<file path="src/rtl/match_controller.sv">
// Round/match sequencer fed by the collision checker: tracks per-round points,
// per-match round wins, point spawn requests and the game_active gate.
module match_controller #(
    parameter int SCORE_W    = 8,
    parameter int ROUND_W    = 4,
    parameter int WIN_ROUNDS = 3,
    parameter int HOLD_TICKS = 16
) (
    input  logic               clk,
    input  logic               rst,
    input  logic               start,
    input  logic               tick,
    input  logic               eaten1,
    input  logic               eaten2,
    input  logic               won,
    input  logic               lost,
    input  logic               draw,
    output logic               game_active,
    output logic [SCORE_W-1:0] score1,
    output logic [SCORE_W-1:0] score2,
    output logic [ROUND_W-1:0] rounds1,
    output logic [ROUND_W-1:0] rounds2,
    output logic [1:0]         result,
    output logic               result_valid,
    output logic               match_over,
    output logic               point_req
);

    localparam int HOLD_W = $clog2(HOLD_TICKS + 1);

    typedef enum logic [1:0] {IDLE, PLAY, RESULT, OVER} state_t;

    state_t             state_q, state_d;
    logic [SCORE_W-1:0] score1_q, score1_d, score2_q, score2_d;
    logic [ROUND_W-1:0] rounds1_q, rounds1_d, rounds2_q, rounds2_d;
    logic [1:0]         result_q, result_d;
    logic [HOLD_W-1:0]  hold_q, hold_d;
    logic               eaten1_q, eaten2_q;
    logic               point_req_q, point_req_d;

    logic               edge1, edge2;
    logic [HOLD_W-1:0]  holdInc;
    logic               matchDecided;

    assign edge1        = eaten1 & ~eaten1_q;
    assign edge2        = eaten2 & ~eaten2_q;
    assign holdInc      = hold_q + 1'b1;
    assign matchDecided = (rounds1_q == ROUND_W'(WIN_ROUNDS)) ||
                          (rounds2_q == ROUND_W'(WIN_ROUNDS));

    always_ff @(posedge clk) begin
        if (rst) begin
            state_q     <= IDLE;
            score1_q    <= '0;
            score2_q    <= '0;
            rounds1_q   <= '0;
            rounds2_q   <= '0;
            result_q    <= '0;
            hold_q      <= '0;
            eaten1_q    <= 1'b0;
            eaten2_q    <= 1'b0;
            point_req_q <= 1'b0;
        end else begin
            state_q     <= state_d;
            score1_q    <= score1_d;
            score2_q    <= score2_d;
            rounds1_q   <= rounds1_d;
            rounds2_q   <= rounds2_d;
            result_q    <= result_d;
            hold_q      <= hold_d;
            eaten1_q    <= eaten1;
            eaten2_q    <= eaten2;
            point_req_q <= point_req_d;
        end
    end

    always_comb begin
        state_d     = state_q;
        score1_d    = score1_q;
        score2_d    = score2_q;
        rounds1_d   = rounds1_q;
        rounds2_d   = rounds2_q;
        result_d    = result_q;
        hold_d      = hold_q;
        point_req_d = 1'b0;

        case (state_q)
            IDLE: begin
                if (start) begin
                    state_d  = PLAY;
                    score1_d = '0;
                    score2_d = '0;
                    result_d = 2'd0;
                end
            end
            PLAY: begin
                // Eaten edges are scored even in the cycle an outcome arrives.
                if (edge1 && !(&score1_q)) score1_d = score1_q + 1'b1;
                if (edge2 && !(&score2_q)) score2_d = score2_q + 1'b1;
                point_req_d = edge1 | edge2;
                if (draw || lost || won) begin
                    state_d = RESULT;
                    hold_d  = '0;
                    if (draw) begin
                        result_d = 2'd3;
                    end else if (lost) begin
                        result_d = 2'd2;
                        if (!(&rounds2_q)) rounds2_d = rounds2_q + 1'b1;
                    end else begin
                        result_d = 2'd1;
                        if (!(&rounds1_q)) rounds1_d = rounds1_q + 1'b1;
                    end
                end
            end
            RESULT: begin
                if (tick) begin
                    hold_d = holdInc;
                    if (holdInc == HOLD_W'(HOLD_TICKS))
                        state_d = matchDecided ? OVER : IDLE;
                end
            end
            OVER: begin
                if (start) begin
                    state_d   = PLAY;
                    score1_d  = '0;
                    score2_d  = '0;
                    rounds1_d = '0;
                    rounds2_d = '0;
                    result_d  = 2'd0;
                end
            end
            default: state_d = IDLE;
        endcase
    end

    assign game_active  = (state_q == PLAY);
    assign result_valid = (state_q == RESULT) || (state_q == OVER);
    assign match_over   = (state_q == OVER);
    assign score1       = score1_q;
    assign score2       = score2_q;
    assign rounds1      = rounds1_q;
    assign rounds2      = rounds2_q;
    assign result       = result_q;
    assign point_req    = point_req_q;

endmodule

</file>
<file path="config.mk">
export PLATFORM = sky130hd
export DESIGN_NAME = match_controller
export DESIGN_NICKNAME = d
export VERILOG_FILES = /design/src/rtl/match_controller.sv
export SDC_FILE = /design/constraint.sdc
export NUM_CORES = 1
export LEC_CHECK = 0
export BUFFER_PORTS_ARGS = -buffer_cell sky130_fd_sc_hd__buf_2
export CORE_MARGIN = 2
export CORE_UTILIZATION = 30
export CTS_CLUSTER_SIZE = 8
export DETAILED_ROUTE_END_ITERATION = 8
export GPL_TIMING_DRIVEN = 0
export MAX_ROUTING_LAYER = met4
export SYNTH_ARGS = -nofsm -noshare
export SYNTH_HDL_FRONTEND = slang
export SYNTH_SLANG_ARGS = --single-unit
</file>
<file path="constraint.sdc">
create_clock -name clk -period 2.55 [get_ports clk]
set_input_delay 0.1275 -clock clk [delete_from_list [all_inputs] [get_ports clk]]
set_output_delay 0.1275 -clock clk [all_outputs]
set_load 0.02 [all_outputs]
</file>
==> metrics, run 1 <==
worst-margin pin slew=0.6313 ns; largest net degree at the start of global routing=11; Clock Pin Slew Worst Setup and Hold Paths=0.07 ns; post_cts resized=0; number of buffers created by CTS=5; Net Sw Power=0.7437 mW; synthesis-to-finish area growth=18.67%; fin nets=305; Period Utilization, post-route=88.71%; slew margin rel.=approximately 58%; aggregate global-route resource usage=around 15%; flops & latches, synth=36; crit path time final=2.262 ns; Setup crit end kind=flip-flop; Int Pwr=about 1.1 mW; Sink Count=36; top_reg_cell synth=dfxtp_1; port bufs=38; f_max=0.4420 GHz; die width=86.00 um; Post-CTS Setup Bufs=0; CTS tree=yes; DR vias=2033; synthesized cell area=2017 um^2; antenna violations before repair=0; first-pass GRT wire length=8.652 mm; outcome=finished clean; Hold Buf Count CTS=0; Lkg Pwr=0.9037 nW; WL per Instance=approximately 14 um; Starting Density=31.40%; slowest CP cell=dfxtp_1; # H-tree levels=2; DR pass1 iterations=4; post-synthesis sequential area ratio=a little over a third; layout cell share with drive strength beyond 1=17.30%; crit-path max FO=10; remaining global-route overflow=0; skew final=0.002708 ns; Net Sw Frac=roughly 40%; Syn Inst Count=about 240; GPL Wtd Cong=about 0.86; YS warnings=0; Worst Setup Path Type=flip-flop to flip-flop; count of flip-flops with a built-in enable after synthesis=0; fin util=37.27%; Post-DP Area=2303 um^2; Synth Area per Inst=8.300 um^2; Hold WS=around 0.076 ns; syn_nets=260; 1st-iter DRT viols=about 140; Slew Limit Fails=0; max incr delay on CP=0.39 ns; Startpoint Class=flip-flop; Worst VDD drop=0.3262 mV; I/O pin count=39; FP Rows=29; setup TNS=0 ns; Ant. Diodes=0; drt drc=0; Comb pwr share=41.1%; clock power share=a little under a quarter; clk_lat worst skew=approximately 0.29 ns; Seq pwr share=35.7%; vias per cell=roughly 5.6; Post-DRT Antenna Nets=0; Critical Path RT=2.77 ns; Critical Path AT=around 2.5 ns; Fin. Hold Viols=0; Synth async-reset ratio=0%; clk root buf=clkbuf_8; final WL=5.281 mm; P per Cell Area=approximately 770 nW/um^2; die height=roughly 86 um; Finished Cell Area=2394 um^2; number of global-route vias before repair=1820; Final setup viols=0; clk buf depth=2; post-DP HPWL=3.704 mm; Hold WC Path Type=primary input to flip-flop; total die area=7395 um^2; RSZ-0062 raised after global routing=false; Synth cell types=between 40 and 50; critical-path cell list=inv_1 > ha_1 > buf_2 > mux2_1 > o221ai_1 > clkbuf_1 > or3b_1 > a21oi_1; max cap viols=0; core area=around 6400 um^2
## final timing paths
kind / startpoint / cells after the start / end / slack, ns
worst max-delay path: state_q[0] / 8 / score1[1] / 0.29
worst min-delay path: eaten1 / 2 / eaten1_q / 0.08
worst max register to register: state_q[0] / 8 / score1[1] / 0.29
worst min register to register: score2[1] / 2 / score2[1] / 0.49
## metrics by stage
stage / setup slack (ns) / std cells / power [mW]
2_1_floorplan: 0.5120 / 243 / 1.232
3_3_place_gp: 0.3355 / 358 / 1.427
3_5_place_dp: 0.3152 / 358 / 1.432
4_1_cts: 0.2822 / 366 / 1.863
5_1_grt: 0.1046 / 366 / 1.986
6_report: 0.2878 / 366 / 1.851
## layout make-up
cell class                      instances  area, um^2
Buffer                                 13       52.55
Clock buffer                            8       90.09
Fill cell                             663        4029
Inverter                                9       33.78
Multi-Input combinational cell        185        1210
Sequential cell                        36       720.7
Tap cell                               77       96.34
Timing Repair Buffer                   38       190.2
## power groups by stage
stage               registers [mW]  logic [mW]  clock network [mW]
finish                       0.661       0.761               0.430
global placement             0.673       0.754                   0
CTS                          0.662       0.764               0.438
floorplan                    0.699       0.533                   0
detailed placement           0.674       0.758                   0
global route                 0.671       0.851               0.463
## metal layers
metal / GRT usage [%] / vias to the layer above / share of wire, %
li1: - / 1003 / -
met1: 19.56 / 974 / 48
met2: 22.55 / 52 / 46
met3: 3.657 / 4 / 5.0
met4: 5.628 / 0 / 1.0
met5: - / - / 0
## cell usage in the layout, fill, tap and decap left out, types with 2 or more instances in the layout
master | Yosys | layout
a211oi_1 | 3 | 3
a21oi_1 | 33 | 33
a31oi_1 | 7 | 7
and3_1 | 4 | 4
and4_1 | 2 | 2
buf_2 | 3 | 41
clkbuf_1 | 9 | 11
clkbuf_8 | 0 | 6
dfxtp_1 | 36 | 36
ha_1 | 8 | 8
inv_1 | 9 | 9
mux2i_1 | 3 | 3
nand2_1 | 8 | 8
nand2b_1 | 9 | 9
nand3_1 | 9 | 9
nand4_1 | 4 | 4
nand4bb_1 | 2 | 2
nor2_1 | 16 | 16
nor2b_1 | 8 | 8
nor3_1 | 4 | 4
nor4_1 | 3 | 3
nor4bb_1 | 2 | 2
o21ai_0 | 7 | 7
o21ai_1 | 11 | 11
o31ai_1 | 2 | 2
o32ai_1 | 3 | 3
or3_1 | 5 | 5
or3b_1 | 3 | 3
or4_1 | 9 | 9
or4b_1 | 6 | 6
## synthesized netlist by cell type (2+ instances only)
master	count	area share [%]
nor2b_1	8	2.5
nor3_1	4	0.99
nor4_1	3	0.93
and3_1	4	1.2
buf_2	3	0.74
nand3_1	9	2.2
nand4bb_1	2	1.1
mux2i_1	3	1.5
a211oi_1	3	1.1
o21ai_1	11	2.7
ha_1	8	5.0
nand4_1	4	1.2
nand2b_1	9	2.8
or4_1	9	3.3
a31oi_1	7	2.2
nor2_1	16	3.0
inv_1	9	1.7
nand2_1	8	1.5
clkbuf_1	9	1.7
or3_1	5	1.6
o32ai_1	3	1.3
and4_1	2	0.87
o31ai_1	2	0.74
dfxtp_1	36	36
a21oi_1	33	8.2
o21ai_0	7	1.7
nor4bb_1	2	0.99
or4b_1	6	3.0
or3b_1	3	1.3
## flip-flops by register name, indices dropped and copies added (netlist names)
register,flops
score1,8
score2,8
hold_q,5
rounds1,4
rounds2,4
result,2
state_q,2
eaten1_q,1
eaten2_q,1
point_req,1
## worst max-delay path, delay by kind of cell (launching register included)
family	cells	cell delay [ns]
fa+ha+maj	1	0.28
flops	1	0.39
mux	1	0.22
buf+inv	3	0.54
compound gates	2	0.37
simple gates	1	0.39
## logic make-up after synthesis
family | share of synthesized area [%]
buffers and inverters | 4.280
multiplexers | 2.047
AO/OA/AOI/OAI | 22.21
flip-flops | 35.73
AND/OR/NAND/NOR | 30.77
adder cells (fa/ha/maj) | 4.963
Power figures use the tool's default switching activity.
==> run 2, diff against run 1 <==
- PLACE_DENSITY: default -> 0.46
==> run 2 against run 1 <==
Critical path depth unchanged. Sequential power about the same. Global-route usage increased by 1.0 points. Critical endpoint unchanged.
==> metrics, run 2 (synthesis results as in run 1) <==
DR vias=between 1.5k and 2k; remaining global-route overflow=0; final WL=5.531 mm; slew margin rel.=between 50% and 60%; I/O pin count=39; Critical Path AT=around 2.5 ns; skew final=about 0.0065 ns; Ant. Diodes=0; RSZ-0062 raised after global routing=false; # H-tree levels=2; most frequent cells in the layout=buf_2 (41), dfxtp_1 (36), a21oi_1 (33), nor2_1 (16), o21ai_1 (11); crit path time final=2.253 ns; outcome=finished clean; vias per cell=~5.4; CTS tree=yes; final worst slack=0.2973 ns; WHS Path Cells=2; FF-to-FF path depth=8; Setup crit end kind=flip-flop; number of buffers created by CTS=5; Final setup viols=0; post-place setup slack=approximately 0.31 ns; clk buf depth=2; Lkg Pwr=a little over 0.9 nW; antenna violations before repair=0; die width=approximately 86 um; f_max=0.4439 GHz; die height=86.00 um; post_cts resized=0; Startpoint Class=flip-flop; FP Rows=29; Worst Setup Path Type=flip-flop to flip-flop; layout cell share with drive strength beyond 1=17.99%; P per Cell Area=820.6 nW/um^2; first-pass GRT wire length=9.246 mm; largest net degree at the start of global routing=12; commonest non-fill, non-tap cell in the layout=buf_2; total die area=7395 um^2; Starting Density=31.40%; Fin. Hold Viols=0; post-DP HPWL=3.822 mm; Post-CTS Setup Bufs=0; drt drc=0; max cap viols=0; clk root buf=clkbuf_8; Clock Pin Slew Worst Setup and Hold Paths=0.08 ns; Period Utilization, post-route=88.34%; GPL Wtd Cong=0.7543; Slew Limit Fails=0; Hold WC Path Type=primary input to flip-flop; Sink Count=36; core area=6422 um^2; DR pass1 iterations=4; fin nets=305; Worst VDD drop=0.3298 mV; Hold Buf Count CTS=0; Hold WS=around 0.056 ns; setup TNS=0 ns; 1st-iter DRT viols=around 80; aggregate global-route resource usage=16.04%; crit-path max FO=10; fin util=a little under two fifths; port bufs=38; synthesis-to-finish area growth=20.47%; worst-margin pin slew=~0.60 ns; WL per Instance=15.11 um; reg-to-reg slack, setup=0.30 ns; Critical Path RT=2.78 ns; number of global-route vias before repair=1846; Post-DRT Antenna Nets=0; clk_lat worst skew=0.29 ns
-- run 2: cell count changes in the layout (fill, tap and decap cells not counted) --
| cell | before | now |
|---|---|---|
| clkbuf_1 | 11 | 9 |
| bufinv_16 | 0 | 1 |
| clkbuf_8 | 6 | 7 |
-- run 2: critical path: stages, from the launching register on --
cell      delay (ns)
dfxtp_1         0.39
inv_1           0.06
ha_1            0.27
buf_2           0.19
mux2_1          0.21
o221ai_1        0.24
clkbuf_1        0.29
or3b_1          0.39
a21oi_1         0.13
-- run 2: cell type report --
class,count,area [um^2]
clock buffer,7,96.34
clock inverter,1,30.03
timing repair buffer,38,190.2
multi-input combinational,185,1210
tap,77,96.34
inverter,9,33.78
fill,686,3993
buffer,13,52.55
sequential,36,720.7
-- run 2: path summary, 6_finish.rpt --
| kind | start | to |
|---|---|---|
| setup / recovery | state_q[0] | score1[1] |
| hold / removal | eaten1 | eaten1_q |
| setup reg to reg | state_q[0] | score1[1] |
| hold reg to reg | result[0] | result[0] |
-- run 2: metal layers --
| layer | up-vias | track usage, % | share of wire, % |
|---|---|---|---|
| met5 | - | - | 0 |
| met1 | 932 | 22.11 | 50 |
| met2 | 40 | 23.11 | 44 |
| met4 | 0 | 5.483 | 1.3 |
| met3 | 7 | 3.465 | 4.6 |
| li1 | 1003 | - | - |
-- run 2: report_power, final --
group          internal [mW]  leakage [nW]  switching (mW)  total [mW]
sequential             0.610         0.291          0.0509       0.661
clock                  0.345        0.0645           0.223       0.569
combinational          0.275         0.567           0.489       0.764
-- run 2: through the flow --
step	total power, mW	std cells	area [um^2]
final	1.994	366	2430
after global routing	2.142	366	2430
after CTS	2.023	366	2430
after detailed placement	1.439	358	2303
after global placement	1.447	358	2303
after floorplan	1.232	243	2017
==> run 3, diff against run 2 <==
- CORE_UTILIZATION: 30 -> 50
- PLACE_DENSITY: 0.46 -> 0.7
==> run 3 against run 2 <==
Clock-buffer cell count rose by 1. Register-to-register slack better by 0.02 ns. Power is 7.3% lower. Final cell count fell by 7.4%. Worst setup slack improved by 0.018 ns. Global-route usage increased by 7.9 points. Critical path type unchanged. Largest cell class unchanged. Clock power down 25%. Design area fell by 2.9%. Critical path depth unchanged. Maximum frequency grew 0.80%. Die area is 38% lower.
==> metrics, run 3 (synthesis results as in run 1) <==
outcome=finished clean; Period Utilization, post-route=87.64%; placed cells=331; I/O pin count=39; met2 wire len=2.186 mm; Post-DRT Antenna Nets=0; antenna violations before repair=0; Ant. Diodes=0; largest net degree at the start of global routing=11; Post-CTS Setup Bufs=0; core area=3943 um^2; # H-tree levels=2; setup TNS=0 ns; Setup crit end kind=flip-flop; P per Cell Area=783.6 nW/um^2; Critical Path AT=2.46 ns; drt drc=0; final worst slack=roughly 0.32 ns; Fin. Hold Viols=0; clk_lat worst skew=0.29 ns; Sink Count=36; vias per cell=5.944; Clock Pin Slew Worst Setup and Hold Paths=0.07 ns; layout cell share with drive strength beyond 1=17.30%; post-DP HPWL=3.331 mm; skew final=0.002549 ns; Slew Limit Fails=0; post-place setup slack=around 0.33 ns; port bufs=38; die width=just under 70 um; slew margin rel.=60.59%; 1st-iter DRT viols=104; Critical Path RT=2.78 ns; max cap viols=0; fin nets=305; commonest non-fill, non-tap cell in the layout=buf_2; metal1 wirelength=2.236 mm; met3 WL=356 um; post_cts resized=0; FILL cells=365; Hold Buf Count CTS=0; Startpoint Class=flip-flop; first-pass GRT wire length=approximately 8 mm; clk root buf=clkbuf_8; DR vias=2015; die height=67.51 um; crit path time final=roughly 2.2 ns; GPL Wtd Cong=0.8861; Starting Density=roughly half; remaining global-route overflow=0; worst-margin pin slew=0.5876 ns; crit-path max FO=10; CTS tree=yes; DR pass1 iterations=4; most frequent cells in the layout=buf_2 (41), dfxtp_1 (36), a21oi_1 (33), nor2_1 (16); Lkg Pwr=around 0.9 nW; Top Layer Used=met4; WL per Instance=around 14 um; fin cells=roughly 340; total die area=around 4600 um^2; FP Rows=23; clk buf depth=2; Final setup viols=0; number of global-route vias before repair=1720; Worst VDD drop=0.3603 mV; number of buffers created by CTS=5; final WL=4.854 mm; synthesis-to-finish area growth=17.00%; f_max=between 0.4 and 0.5 GHz; Worst Setup Path Type=flip-flop to flip-flop; aggregate global-route resource usage=23.97%; RSZ-0062 raised after global routing=false; Hold WC Path Type=primary input to flip-flop
==> run 3: worst max-delay path, stage by stage, from the launching register on <==
cell      delay, ns
dfxtp_1        0.38
inv_1          0.06
ha_1           0.27
buf_2          0.19
mux2_1         0.21
o221ai_1       0.24
clkbuf_1       0.29
or3b_1         0.39
a21oi_1        0.14
==> run 3: final cells by class <==
type                       count  area, um^2  area share [%]
sequential                    36       720.7           30.54
tap                           50       62.56           2.651
inverter                       9       33.78           1.432
timing repair buffer          38       190.2           8.059
clock buffer                   8       90.09           3.818
buffer                        13       52.55           2.227
multi-input combinational    185        1210           51.27
==> run 3: layer usage <==
layer  GRT usage, %  vias up
met4          10.71        0
met5              -        -
met3          5.500        6
met1          30.52      932
met2          36.15       70
li1               -     1007
==> run 3: path summary, 6_finish.rpt <==
| check | from | end | slack (ns) | depth (start not counted) |
|---|---|---|---|---|
| worst max register to register | state_q[0] | score1[1] | 0.32 | 8 |
| worst min-delay path | eaten1 | eaten1_q | 0.07 | 2 |
| worst max-delay path | state_q[0] | score1[1] | 0.32 | 8 |
| worst min register to register | result[0] | result[0] | 0.48 | 2 |
==> run 3: per-stage QoR <==
| stage | area [um^2] | power (mW) | util [%] | hold slack [ns] |
|---|---|---|---|---|
| floorplan | 2017 | 1.232 | - | 0.2557 |
| global placement | 2270 | 1.414 | 57.57 | 0.3688 |
| detailed placement | 2270 | 1.426 | 57.57 | 0.3726 |
| CTS | 2360 | 1.853 | 59.85 | 0.06743 |
| global route | 2360 | 1.978 | 59.85 | 0.07052 |
| finish | 2360 | 1.849 | 59.85 | 0.06893 |
==> run 3: power breakdown <==
group	internal (mW)	switching [mW]	leakage (nW)	total (mW)
combinational	0.276	0.485	0.567	0.761
clock	0.221	0.208	0.0455	0.429
sequential	0.610	0.0493	0.291	0.660
